===== src/rtl/cmp_config_loader_pkg.sv =====
`default_nettype none
// ============================================================================
// Module      : cmp_config_loader_pkg
// Description : Values shared by the configuration loader and the comparator.
//               These include the hash capacity, the derived index/count MSBs
//               and the packet terminator byte. The package also holds the
//               loader FSM state encoding.
// Revision    : 1.0 - initial release
// ============================================================================
package cmp_config_loader_pkg;

  // Comparator capacity in 32-bit hashes. This must be a power of two in the
  // range 2..4096.
  localparam int NUM_HASHES     = 512;
  localparam int HASH_NUM_MSB   = $clog2(NUM_HASHES) - 1;
  localparam int HASH_COUNT_MSB = $clog2(NUM_HASHES);

  // Terminator byte that closes every configuration packet.
  localparam logic [7:0] CMP_CONFIG_MAGIC = 8'hCC;

  typedef enum logic [2:0] {
    ST_IDLE   = 3'd0,
    ST_CNT_HI = 3'd1,
    ST_DATA   = 3'd2,
    ST_MAGIC  = 3'd3,
    ST_ERROR  = 3'd4
  } state_t;

endpackage : cmp_config_loader_pkg
`default_nettype wire


===== src/rtl/cmp_config_loader.sv =====
`default_nettype none
// ============================================================================
// Module      : cmp_config_loader
// Description : Parses the comparator configuration packet from a FWFT byte
//               FIFO. The packet format is: cnt_lo, cnt_hi, N*4 hash bytes,
//               then MAGIC. The module loads the comparator hash memory and
//               hash count. Consumption pauses while the comparator is busy.
//               A malformed packet sets a sticky error flag.
// Ports       : CLK, rst         - clock, async active-high reset
//               din/empty/rd_en  - FWFT FIFO read side (rd_en combinational)
//               cmp_busy         - comparator busy; no bytes accepted while 1
//               dout/wr_en/wr_addr - byte write into comparator memory
//               hash_count       - number of valid hashes
//               config_valid     - comparator holds a complete configuration
//               error            - sticky malformed-packet flag
// Revision    : 1.0 - initial release
// ============================================================================
module cmp_config_loader #(
  parameter int         NUM_HASHES     = cmp_config_loader_pkg::NUM_HASHES,
  parameter int         HASH_NUM_MSB   = $clog2(NUM_HASHES) - 1,
  parameter int         HASH_COUNT_MSB = $clog2(NUM_HASHES),
  parameter logic [7:0] MAGIC          = cmp_config_loader_pkg::CMP_CONFIG_MAGIC
) (
  input  logic                    CLK,
  input  logic                    rst,
  input  logic [7:0]              din,
  input  logic                    empty,
  output logic                    rd_en,
  input  logic                    cmp_busy,
  output logic [7:0]              dout,
  output logic                    wr_en,
  output logic [HASH_NUM_MSB+2:0] wr_addr,
  output logic [HASH_COUNT_MSB:0] hash_count,
  output logic                    config_valid,
  output logic                    error
);

  import cmp_config_loader_pkg::*;

  localparam int          AW      = HASH_NUM_MSB + 3;   // byte address width
  localparam int          CW      = HASH_COUNT_MSB + 1; // hash count width
  localparam logic [15:0] C_MAX_N = 16'(NUM_HASHES);

  state_t          state_q, state_d;
  logic [7:0]      cnt_lo_q, cnt_lo_d;
  logic [CW-1:0]   n_q, n_d;
  logic [AW-1:0]   byte_cnt_q, byte_cnt_d;
  logic [7:0]      dout_q, dout_d;
  logic            wr_en_q, wr_en_d;
  logic [AW-1:0]   wr_addr_q, wr_addr_d;
  logic [CW-1:0]   hash_count_q, hash_count_d;
  logic            config_valid_q, config_valid_d;
  logic            error_q, error_d;

  logic [15:0]     w_n_raw;
  logic            w_n_bad;
  logic [AW-1:0]   w_last;

  // Byte acceptance is purely combinational so a FWFT FIFO pops on the
  // same edge at which the FSM samples din.
  assign rd_en = !empty && !cmp_busy &&
                 (state_q inside {ST_IDLE, ST_CNT_HI, ST_DATA, ST_MAGIC});

  assign w_n_raw = {din, cnt_lo_q};
  assign w_n_bad = (w_n_raw == 16'd0) || (w_n_raw > C_MAX_N);

  // The last byte address is N*4-1, computed modulo 2^AW. When N equals
  // NUM_HASHES, the top count bit drops out. The subtraction then wraps to
  // all-ones, which is the correct final address.
  assign w_last = {n_q[CW-2:0], 2'b00} - AW'(1);

  always_comb begin
    state_d        = state_q;
    cnt_lo_d       = cnt_lo_q;
    n_d            = n_q;
    byte_cnt_d     = byte_cnt_q;
    dout_d         = dout_q;
    wr_en_d        = 1'b0;
    wr_addr_d      = wr_addr_q;
    hash_count_d   = hash_count_q;
    config_valid_d = config_valid_q;
    error_d        = error_q;

    case (state_q)
      ST_IDLE: begin
        if (rd_en) begin
          cnt_lo_d = din;
          state_d  = ST_CNT_HI;
        end
      end

      ST_CNT_HI: begin
        if (rd_en) begin
          if (w_n_bad) begin
            error_d = 1'b1;
            state_d = ST_ERROR;
          end else begin
            n_d            = w_n_raw[CW-1:0];
            byte_cnt_d     = '0;
            // The memory is about to be overwritten, so its contents are
            // inconsistent until the terminator is seen.
            config_valid_d = 1'b0;
            state_d        = ST_DATA;
          end
        end
      end

      ST_DATA: begin
        if (rd_en) begin
          wr_en_d    = 1'b1;
          dout_d     = din;
          wr_addr_d  = byte_cnt_q;
          byte_cnt_d = byte_cnt_q + AW'(1);
          if (byte_cnt_q == w_last) begin
            state_d = ST_MAGIC;
          end
        end
      end

      ST_MAGIC: begin
        if (rd_en) begin
          if (din == MAGIC) begin
            hash_count_d   = n_q;
            config_valid_d = 1'b1;
            state_d        = ST_IDLE;
          end else begin
            error_d = 1'b1;
            state_d = ST_ERROR;
          end
        end
      end

      ST_ERROR: begin
        error_d = 1'b1;
      end

      default: begin
        state_d = ST_IDLE;
      end
    endcase
  end

  always_ff @(posedge CLK or posedge rst) begin
    if (rst) begin
      state_q        <= ST_IDLE;
      cnt_lo_q       <= '0;
      n_q            <= '0;
      byte_cnt_q     <= '0;
      dout_q         <= '0;
      wr_en_q        <= 1'b0;
      wr_addr_q      <= '0;
      hash_count_q   <= CW'(1);
      config_valid_q <= 1'b0;
      error_q        <= 1'b0;
    end else begin
      state_q        <= state_d;
      cnt_lo_q       <= cnt_lo_d;
      n_q            <= n_d;
      byte_cnt_q     <= byte_cnt_d;
      dout_q         <= dout_d;
      wr_en_q        <= wr_en_d;
      wr_addr_q      <= wr_addr_d;
      hash_count_q   <= hash_count_d;
      config_valid_q <= config_valid_d;
      error_q        <= error_d;
    end
  end

  assign dout         = dout_q;
  assign wr_en        = wr_en_q;
  assign wr_addr      = wr_addr_q;
  assign hash_count   = hash_count_q;
  assign config_valid = config_valid_q;
  assign error        = error_q;

endmodule : cmp_config_loader
`default_nettype wire


===== config.mk =====
export PLATFORM = sky130hd
export DESIGN_NAME = cmp_config_loader
export DESIGN_NICKNAME = d
export VERILOG_FILES = /design/src/rtl/cmp_config_loader_pkg.sv /design/src/rtl/cmp_config_loader.sv
export SDC_FILE = /design/constraint.sdc
export NUM_CORES = 1
export LEC_CHECK = 0
export BUFFER_PORTS_ARGS = -buffer_cell sky130_fd_sc_hd__buf_2
export CORE_AREA = 2 2 85 87
export DETAILED_ROUTE_END_ITERATION = 6
export DIE_AREA = 0 0 87 89
export GPL_ROUTABILITY_DRIVEN = 1
export REMOVE_ABC_BUFFERS = 1
export SYNTH_ARGS = -nofsm -noshare
export SYNTH_HDL_FRONTEND = slang
export SYNTH_SLANG_ARGS = --single-unit

===== constraint.sdc =====
create_clock -name CLK -period 4.56 [get_ports CLK]
set_clock_uncertainty 0.2 [all_clocks]
set_input_delay 0.228 -clock CLK [delete_from_list [all_inputs] [get_ports CLK]]
set_output_delay 0.228 -clock CLK [all_outputs]
set_load 0.05 [all_outputs]

==> parameters.txt, run 1 <==
Parameter                              Value

Floorplanning
  Number of cell rows ... 30
  Overall die width ... about 87 µm
  Total I/O pin count ... 45
  Die area ... 7740 µm²
  Core Footprint ... roughly 6700 µm²
  Initial Utilization ... between 40 and 50%
  Die height ... 89 µm

GRT
  Antenna violations before repair ... 0
  Number of global-route vias before repair ... around 2.2k
  Total Routing Usage GR ... between 10% and 20%
  Pin count of the biggest net entering global routing ... 48
  Global-route wire length before repair ... between 10000 and 15000 µm
  Residual overflow from global routing ... 0

Cells and area
  Final #Nets ... between 300 and 400
  Cell area after layout ... 3560 µm²
  Fill cell instance count of the final layout ... approximately 630
  Share of the core filled with cells in the final layout ... 52.9%
  Signed area change from the synthesized netlist to the final layout ... 18.5%
  Diode insertion count for antenna repair ... 0
  Layout cells sized above 1 ... between 20% and 30%

STA
  Worst setup margin ... about 1.5 ns
  Final count of pins violating max slew ... 0
  Number of hold violations in the final report ... 0
  Unrepaired setup endpoints after global routing ... no
  Part of the cycle the worst path needs ... around 66%
  Setup-violating endpoint count in the final report ... 0
  Post-layout minimum cycle time ... around 3.0 ns
  Setup TNS after final layout ... 0 ns
  Worst max-slew margin expressed relative to the limit ... between 30% and 40%
  Highest Clock Rate ... 331 MHz
  Worst-case hold slack ... approximately 0.11 ns
  Slew at the pin with the worst max-slew slack ... approximately 0.97 ns

Clock network
  CTS Buffer Depth ... 2
  Number of buffers inserted to repair setup after CTS ... 0
  Insertion delay to the later sink of the worst-skew pair ... approximately 0.34 ns
  Clock slew at reported path FFs ... 0.07 ns
  Clk sinks ... 64
  Number of buffers inserted for hold repair after clock tree synthesis ... 9
  TritonCTS clock tree ... done
  H-tree depth reported by CTS ... 3
  Quantity of gates resized following cts ... 0
  Clock tree root driver cell ... sky130_fd_sc_hd__clkbuf_8
  CTS Buf Count ... 9

Worst hold path
  Class of the most critical hold timing path ... primary input to flip-flop
  Hold EP ... state_q[2]$_DFFE_PP0P_
  Hold depth ... 3
  Start point of the worst min-delay path ... empty

Run status
  Outcome ... finished, final reports clean

Place
  Gp weighted congestion ... about 0.85
  Placed wire-length estimate after detailed placement ... between 4000 and 5000 µm
  Placed cell area ... between 3000 and 4000 µm²
  Port buffer count ... 44
  Post-place setup slack ... between 1.5 and 2 ns

Drt
  Number of design rule violations left after detail routing ... 0
  First-pass iteration count of the detailed router ... 4
  1st-iter DRT viols ... between 100 and 150
  Routed Antenna Nets ... 0
  Via count ... 2272
  Wirelength per Cell ... ~15 µm
  Detail-routed via count per cell ... roughly 5.3
  Detailed-route wire length ... around 6500 µm

Critical path
  Startpoint of the most critical register-to-register path ... cnt_lo_q[1]$_DFFE_PP0P_
  Reg-to-reg endpoint ... byte_cnt_q[2]$_DFFE_PP0P_
  Kind of start point of the critical path ... primary input
  Worst reg2reg path depth ... 5
  Data arrival at the endpoint of the critical path ... roughly 3 ns
  Data required time of the critical path ... around 4.6 ns
  Crit path max fanout ... 17
  R2R setup slack ... 1.59 ns
  Critical Setup Path Class ... primary input to flip-flop
  Sort of element at the end of the critical path ... flip-flop

Power and ir drop
  Pleak ... between 0.0015 and 0.002 µW
  Maximum resistive drop on vdd ... 158 µV
  Power per standard cell area ... 384 nW/µm²

Synthesis
  Dominant cell by count in the synthesized netlist ... sky130_fd_sc_hd__nand2_1
  Post-synth EDFFs ... 0
  Share of the synthesized area in the top cell type ... between 50% and 60%
  Number of synthesized register bits ... 64
  Number of synthesis warnings ... 0
  Share of flip-flops with an asynchronous set or reset ... 100%
  Library cell with the largest summed area after synthesis ... sky130_fd_sc_hd__dfrtp_1
  Main flop type after synthesis ... sky130_fd_sc_hd__dfrtp_1
  Fraction of the yosys area taken by sequential cells ... 53.4%
  Unique cell type count in the Yosys netlist ... 48
  Synth cell count leaders ... sky130_fd_sc_hd__nand2_1, sky130_fd_sc_hd__dfrtp_1, sky130_fd_sc_hd__mux2_2
  Synthesized area divided by synthesized cell count ... between 10 and 15 µm²
  Post-synthesis cell area ... 3000 µm²
  Synthesized netlist cell count ... approximately 290
  Top post-synthesis cells by area ... sky130_fd_sc_hd__dfrtp_1, sky130_fd_sc_hd__mux2_2, sky130_fd_sc_hd__nand2_1, sky130_fd_sc_hd__xnor2_1, sky130_fd_sc_hd__a211o_1

Job
  Max-Cap Viols ... 0
-- flip-flops by register name (all words and copies together), names as in the netlist --
signal and cells:
byte_cnt_q 11, cnt_lo_q 8, config_valid 1, dout 8, error 1, hash_count 10, n_q 10, state_q 3
wr_addr 11, wr_en 1
-- worst max-delay path: stages --
cell and delay [ns]:
sky130_fd_sc_hd__dlygate4sd3_1 0.53, sky130_fd_sc_hd__buf_2 0.16, sky130_fd_sc_hd__or4_4 0.42, sky130_fd_sc_hd__o31a_1 0.33, sky130_fd_sc_hd__nor4b_4 0.88, sky130_fd_sc_hd__nor2_4 0.15
sky130_fd_sc_hd__a211o_1 0.34
-- how the worst max path moves through the flow --
| stage | start | to | slack (ns) | cells past startpoint |
|---|---|---|---|---|
| finish | din[0] | byte_cnt_q[2]$_DFFE_PP0P_ | 1.54 | 7 |
| global route | din[0] | byte_cnt_q[2]$_DFFE_PP0P_ | 1.40 | 7 |
| CTS | din[0] | byte_cnt_q[9]$_DFFE_PP0P_ | 1.53 | 7 |
| detailed placement | cnt_lo_q[1]$_DFFE_PP0P_ | byte_cnt_q[2]$_DFFE_PP0P_ | 1.59 | 5 |
| global placement | state_q[2]$_DFFE_PP0P_ | byte_cnt_q[9]$_DFFE_PP0P_ | 1.63 | 6 |
| floorplan | state_q[2]$_DFFE_PP0P_ | byte_cnt_q[10]$_DFFE_PP0P_ | 1.76 | 5 |
-- report_power, final --
group	switching (µW)	internal [µW]	total, µW
Sequential	61.7	628	689
Combinational	104	92.2	196
Clock	215	264	479
-- kinds of logic (layout without fill, tap and decap cells) --
logic type	after synthesis	after routing	share of synthesized area, %
AND/OR/NAND/NOR	131	131	21.6
flip-flops	64	64	53.4
multiplexers	27	27	10.1
XOR/XNOR	14	14	4.09
adder cells (fa/ha/maj)	2	2	0.834
AO/OA/AOI/OAI	30	30	7.00
buffers and inverters	21	77	2.96
-- metal layers --
| layer | track usage, % | wire length (µm) |
|---|---|---|
| met3 | 3.23 | 187 |
| met5 | 0 | 0 |
| met4 | 10.1 | 132 |
| met2 | 30.5 | 3080 |
| met1 | 24.0 | 3110 |
-- layout make-up --
class	count	area [µm²]	area share [%]
clock buffer	12	145	4.08
clock inverter	3	42.5	1.20
inverter	6	22.5	0.633
multi-input combinational	204	1310	36.8
sequential	64	1600	45.1
tap	80	100	2.81
timing repair buffer	56	333	9.36
-- cells in the final DEF, fill, tap and decap left out, types with 7 or more instances in the layout --
cell type / count
sky130_fd_sc_hd__dlygate4sd3_1: 9
sky130_fd_sc_hd__clkbuf_8: 10
sky130_fd_sc_hd__dfrtp_1: 63
sky130_fd_sc_hd__nor2_1: 13
sky130_fd_sc_hd__mux2_2: 24
sky130_fd_sc_hd__nand2_1: 69
sky130_fd_sc_hd__o21ai_0: 7
sky130_fd_sc_hd__buf_2: 44
sky130_fd_sc_hd__nor3_1: 8
sky130_fd_sc_hd__a211o_1: 7
sky130_fd_sc_hd__xnor2_1: 8
-- through the flow --
stage | std cells | power (µW)
3_5_place_dp | 401 | 893
5_1_grt | 425 | 1430
3_3_place_gp | 401 | 886
6_report | 425 | 1360
4_1_cts | 425 | 1380
2_1_floorplan | 274 | 832
Power figures use the tool's default switching activity.
==> inputs of run 2 (changes only) <==
==> constraint.sdc (replaced) <==
create_clock -name CLK -period 3.05 [get_ports CLK]
set_clock_uncertainty 0.2 [all_clocks]
set_input_delay 0.1525 -clock CLK [delete_from_list [all_inputs] [get_ports CLK]]
set_output_delay 0.1525 -clock CLK [all_outputs]
set_load 0.05 [all_outputs]
==> run 2 against run 1 <==
Against the previous run: wire length is 1.0% higher; count of clock-buffer cells in the layout fell by 1; final cell count rose by 1.2%; sequential power grew 49%; sequential share of layout area shrank 0.61 points; critical endpoint is now n_q[5]$_DFFE_PP0P_; highest routed layer unchanged.
==> parameters.txt, run 2 (synthesis gave the netlist of run 1 again) <==
Parameter                              Value

STA
  Slew at the pin with the worst max-slew slack ... 0.800 ns (-0.175 ns)
  Number of hold violations in the final report ... 0 (unchanged)
  Unrepaired setup endpoints after global routing ... no
  Setup-violating endpoint count in the final report ... 0 (unchanged)
  Highest Clock Rate ... about 380 MHz
  Worst max-slew margin expressed relative to the limit ... 46.6% (+12 points)
  Final count of pins violating max slew ... 0 (unchanged)
  Post-layout minimum cycle time ... 2.62 ns
  Setup TNS after final layout ... 0 ns (unchanged)
  Part of the cycle the worst path needs ... between 80% and 90%
  Worst-case hold slack ... 0.0247 ns (-0.0867 ns)

Clock network
  CTS Buffer Depth ... 2 (unchanged)
  Clock tree root driver cell ... sky130_fd_sc_hd__clkbuf_8
  Insertion delay to the later sink of the worst-skew pair ... 0.34 ns (about the same)
  Clk sinks ... 64 (unchanged)
  CTS Buf Count ... 9 (unchanged)
  Quantity of gates resized following cts ... 0 (unchanged)
  H-tree depth reported by CTS ... 3 (unchanged)
  TritonCTS clock tree ... done
  Clock slew at reported path FFs ... 0.07 ns (about the same)

Floorplanning
  Total I/O pin count ... 45 (unchanged)
  Initial Utilization ... 44.7% (unchanged)
  Core Footprint ... 6720 µm² (unchanged)
  Number of cell rows ... 30 (unchanged)
  Overall die width ... 87 µm (unchanged)
  Die area ... 7740 µm² (unchanged)
  Die height ... 89 µm (unchanged)

Cells and area
  Signed area change from the synthesized netlist to the final layout ... 20.1%
  Fill cell instance count of the final layout ... 618 (-1.1%)
  Layout cells sized above 1 ... 28.6% (+1.6 points)
  Sequential cell area ... 1600 µm² (unchanged)
  Top library cells by usage in the layout, fill and taps aside ... sky130_fd_sc_hd__nand2_1, sky130_fd_sc_hd__dfrtp_1, sky130_fd_sc_hd__buf_2
  Final #Nets ... 359 (+1.1%)
  Multi-input combinational cell area ... 1310 µm² (unchanged)
  Count of non-filler cells in the finished layout ... 430 (+1.2%)
  Commonest non-fill, non-tap cell in the layout ... sky130_fd_sc_hd__nand2_1
  Diode insertion count for antenna repair ... 0 (unchanged)

Power and ir drop
  Reg power frac ... 49.6% (-0.9 points)
  Power per standard cell area ... 576 nW/µm² (+50%)
  Clock Power Share ... 36.0% (+0.9 points)
  Power consumption ... 2080 µW (+52%)
  Net switching power ... 579 µW (+52%)
  Pleak ... 0.00186 µW (+1.6%)
  Design internal power ... 1500 µW (+52%)
  Combinational fraction of design power ... 14.5% (about the same)
  Switching share of power ... 27.9% (about the same)
  Maximum resistive drop on vdd ... 288 µV (+82%)

GRT
  Number of global-route vias before repair ... 2177 (-3.1%)
  Pin count of the biggest net entering global routing ... 38 (-21%)
  Antenna violations before repair ... 0 (unchanged)
  Residual overflow from global routing ... 0 (unchanged)
  Total Routing Usage GR ... 18.6% (-0.14 points)
  Global-route wire length before repair ... 10800 µm (-2.1%)

Place
  Gp weighted congestion ... 0.843 (-0.75%)
  Total placed cells including tap cells ... 405 (+1.0%)
  Placed wire-length estimate after detailed placement ... 4510 µm (+1.4%)
  Port buffer count ... 44 (unchanged)

Drt
  Via count ... 2272 (unchanged)
  Detailed-route wire length ... 6580 µm (+1.0%)
  Wirelength per Cell ... 15.3 µm (-0.13%)
  Detail-routed via count per cell ... 5.28 (-1.2%)
  Routed Antenna Nets ... 0 (unchanged)
  Number of design rule violations left after detail routing ... 0 (unchanged)
  First-pass iteration count of the detailed router ... 4 (unchanged)
  1st-iter DRT viols ... 127 (-6.6%)

Critical path
  Data required time of the critical path ... 3.08 ns (-1.50 ns)
  Crit path max fanout ... 9 (-8)
  Critical Setup Path Class ... flip-flop to flip-flop
  Data arrival at the endpoint of the critical path ... 2.65 ns (-0.39 ns)
  Startpoint of the most critical register-to-register path ... cnt_lo_q[1]$_DFFE_PP0P_
  Kind of start point of the critical path ... flip-flop
  Sort of element at the end of the critical path ... flip-flop
  Critical path startpoint ... cnt_lo_q[1]$_DFFE_PP0P_

Worst hold path
  Start point of the worst min-delay path ... empty
  Class of the most critical hold timing path ... primary input to flip-flop

Job
  Max-Cap Viols ... 0 (unchanged)

Run status
  Outcome ... finished, final reports clean
[run 2: area by class of cell]
type,instances,share of cell area (%)
Inverter,6,0.625
Clock buffer,11,4.20
Clock inverter,5,1.53
Timing Repair Buffer,60,10.1
Sequential cell,64,44.5
Multi-Input combinational cell,204,36.3
Tap cell,80,2.78
[run 2: through the flow]
stage	util [%]	area (µm²)	setup WS (ns)
floorplan	-	2940	0.249
global placement	49.2	3310	0.489
detailed placement	49.2	3310	0.439
CTS	53.6	3600	0.411
global route	53.6	3600	0.347
finish	53.6	3600	0.433
[run 2: what timing repair did]
action | in CTS | in global routing
hold buffers | 9 | 0
setup buffers | 0 | 0
endpoints found under the hold margin | 53 | 0
[run 2: worst paths after layout]
| path | to | slack [ns] | depth (start not counted) |
|---|---|---|---|
| min in group asynchronous | wr_addr[1]$_DFFE_PP0P_ | 0.31 | 3 |
| setup reg to reg | n_q[5]$_DFFE_PP0P_ | 0.43 | 5 |
| setup / recovery | n_q[5]$_DFFE_PP0P_ | 0.43 | 5 |
| max in group asynchronous | hash_count[0]$_DFFE_PP1P_ | 1.55 | 4 |
| hold / removal | state_q[2]$_DFFE_PP0P_ | 0.02 | 3 |
| hold reg to reg | error$_DFFE_PP0P_ | 0.27 | 1 |
[run 2: power by group through the flow]
| stage | Combinational (µW) | Clock, µW | Sequential, µW |
|---|---|---|---|
| 5_1_grt | 330 | 802 | 1050 |
| 6_report | 300 | 746 | 1030 |
| 3_3_place_gp | 287 | 0 | 1040 |
| 2_1_floorplan | 187 | 0 | 1060 |
| 4_1_cts | 303 | 765 | 1030 |
| 3_5_place_dp | 291 | 0 | 1040 |
[run 2: layer usage]
layer / wire length, µm / vias to the layer above / global-route usage (%)
met1: 3150 / 1097 / 24.6
met4: 129 / 0 / 7.67
li1: - / 1114 / -
met5: 0 / - / 0
met2: 3060 / 52 / 29.7
met3: 228 / 9 / 4.16
[run 2: critical path, cell delays in order (launching register included)]
cell and delay, ns:
sky130_fd_sc_hd__dfrtp_1 0.40, sky130_fd_sc_hd__or4_4 0.54, sky130_fd_sc_hd__o31a_1 0.33, sky130_fd_sc_hd__nor4b_4 0.44, sky130_fd_sc_hd__buf_4 0.24, sky130_fd_sc_hd__mux2_2 0.34
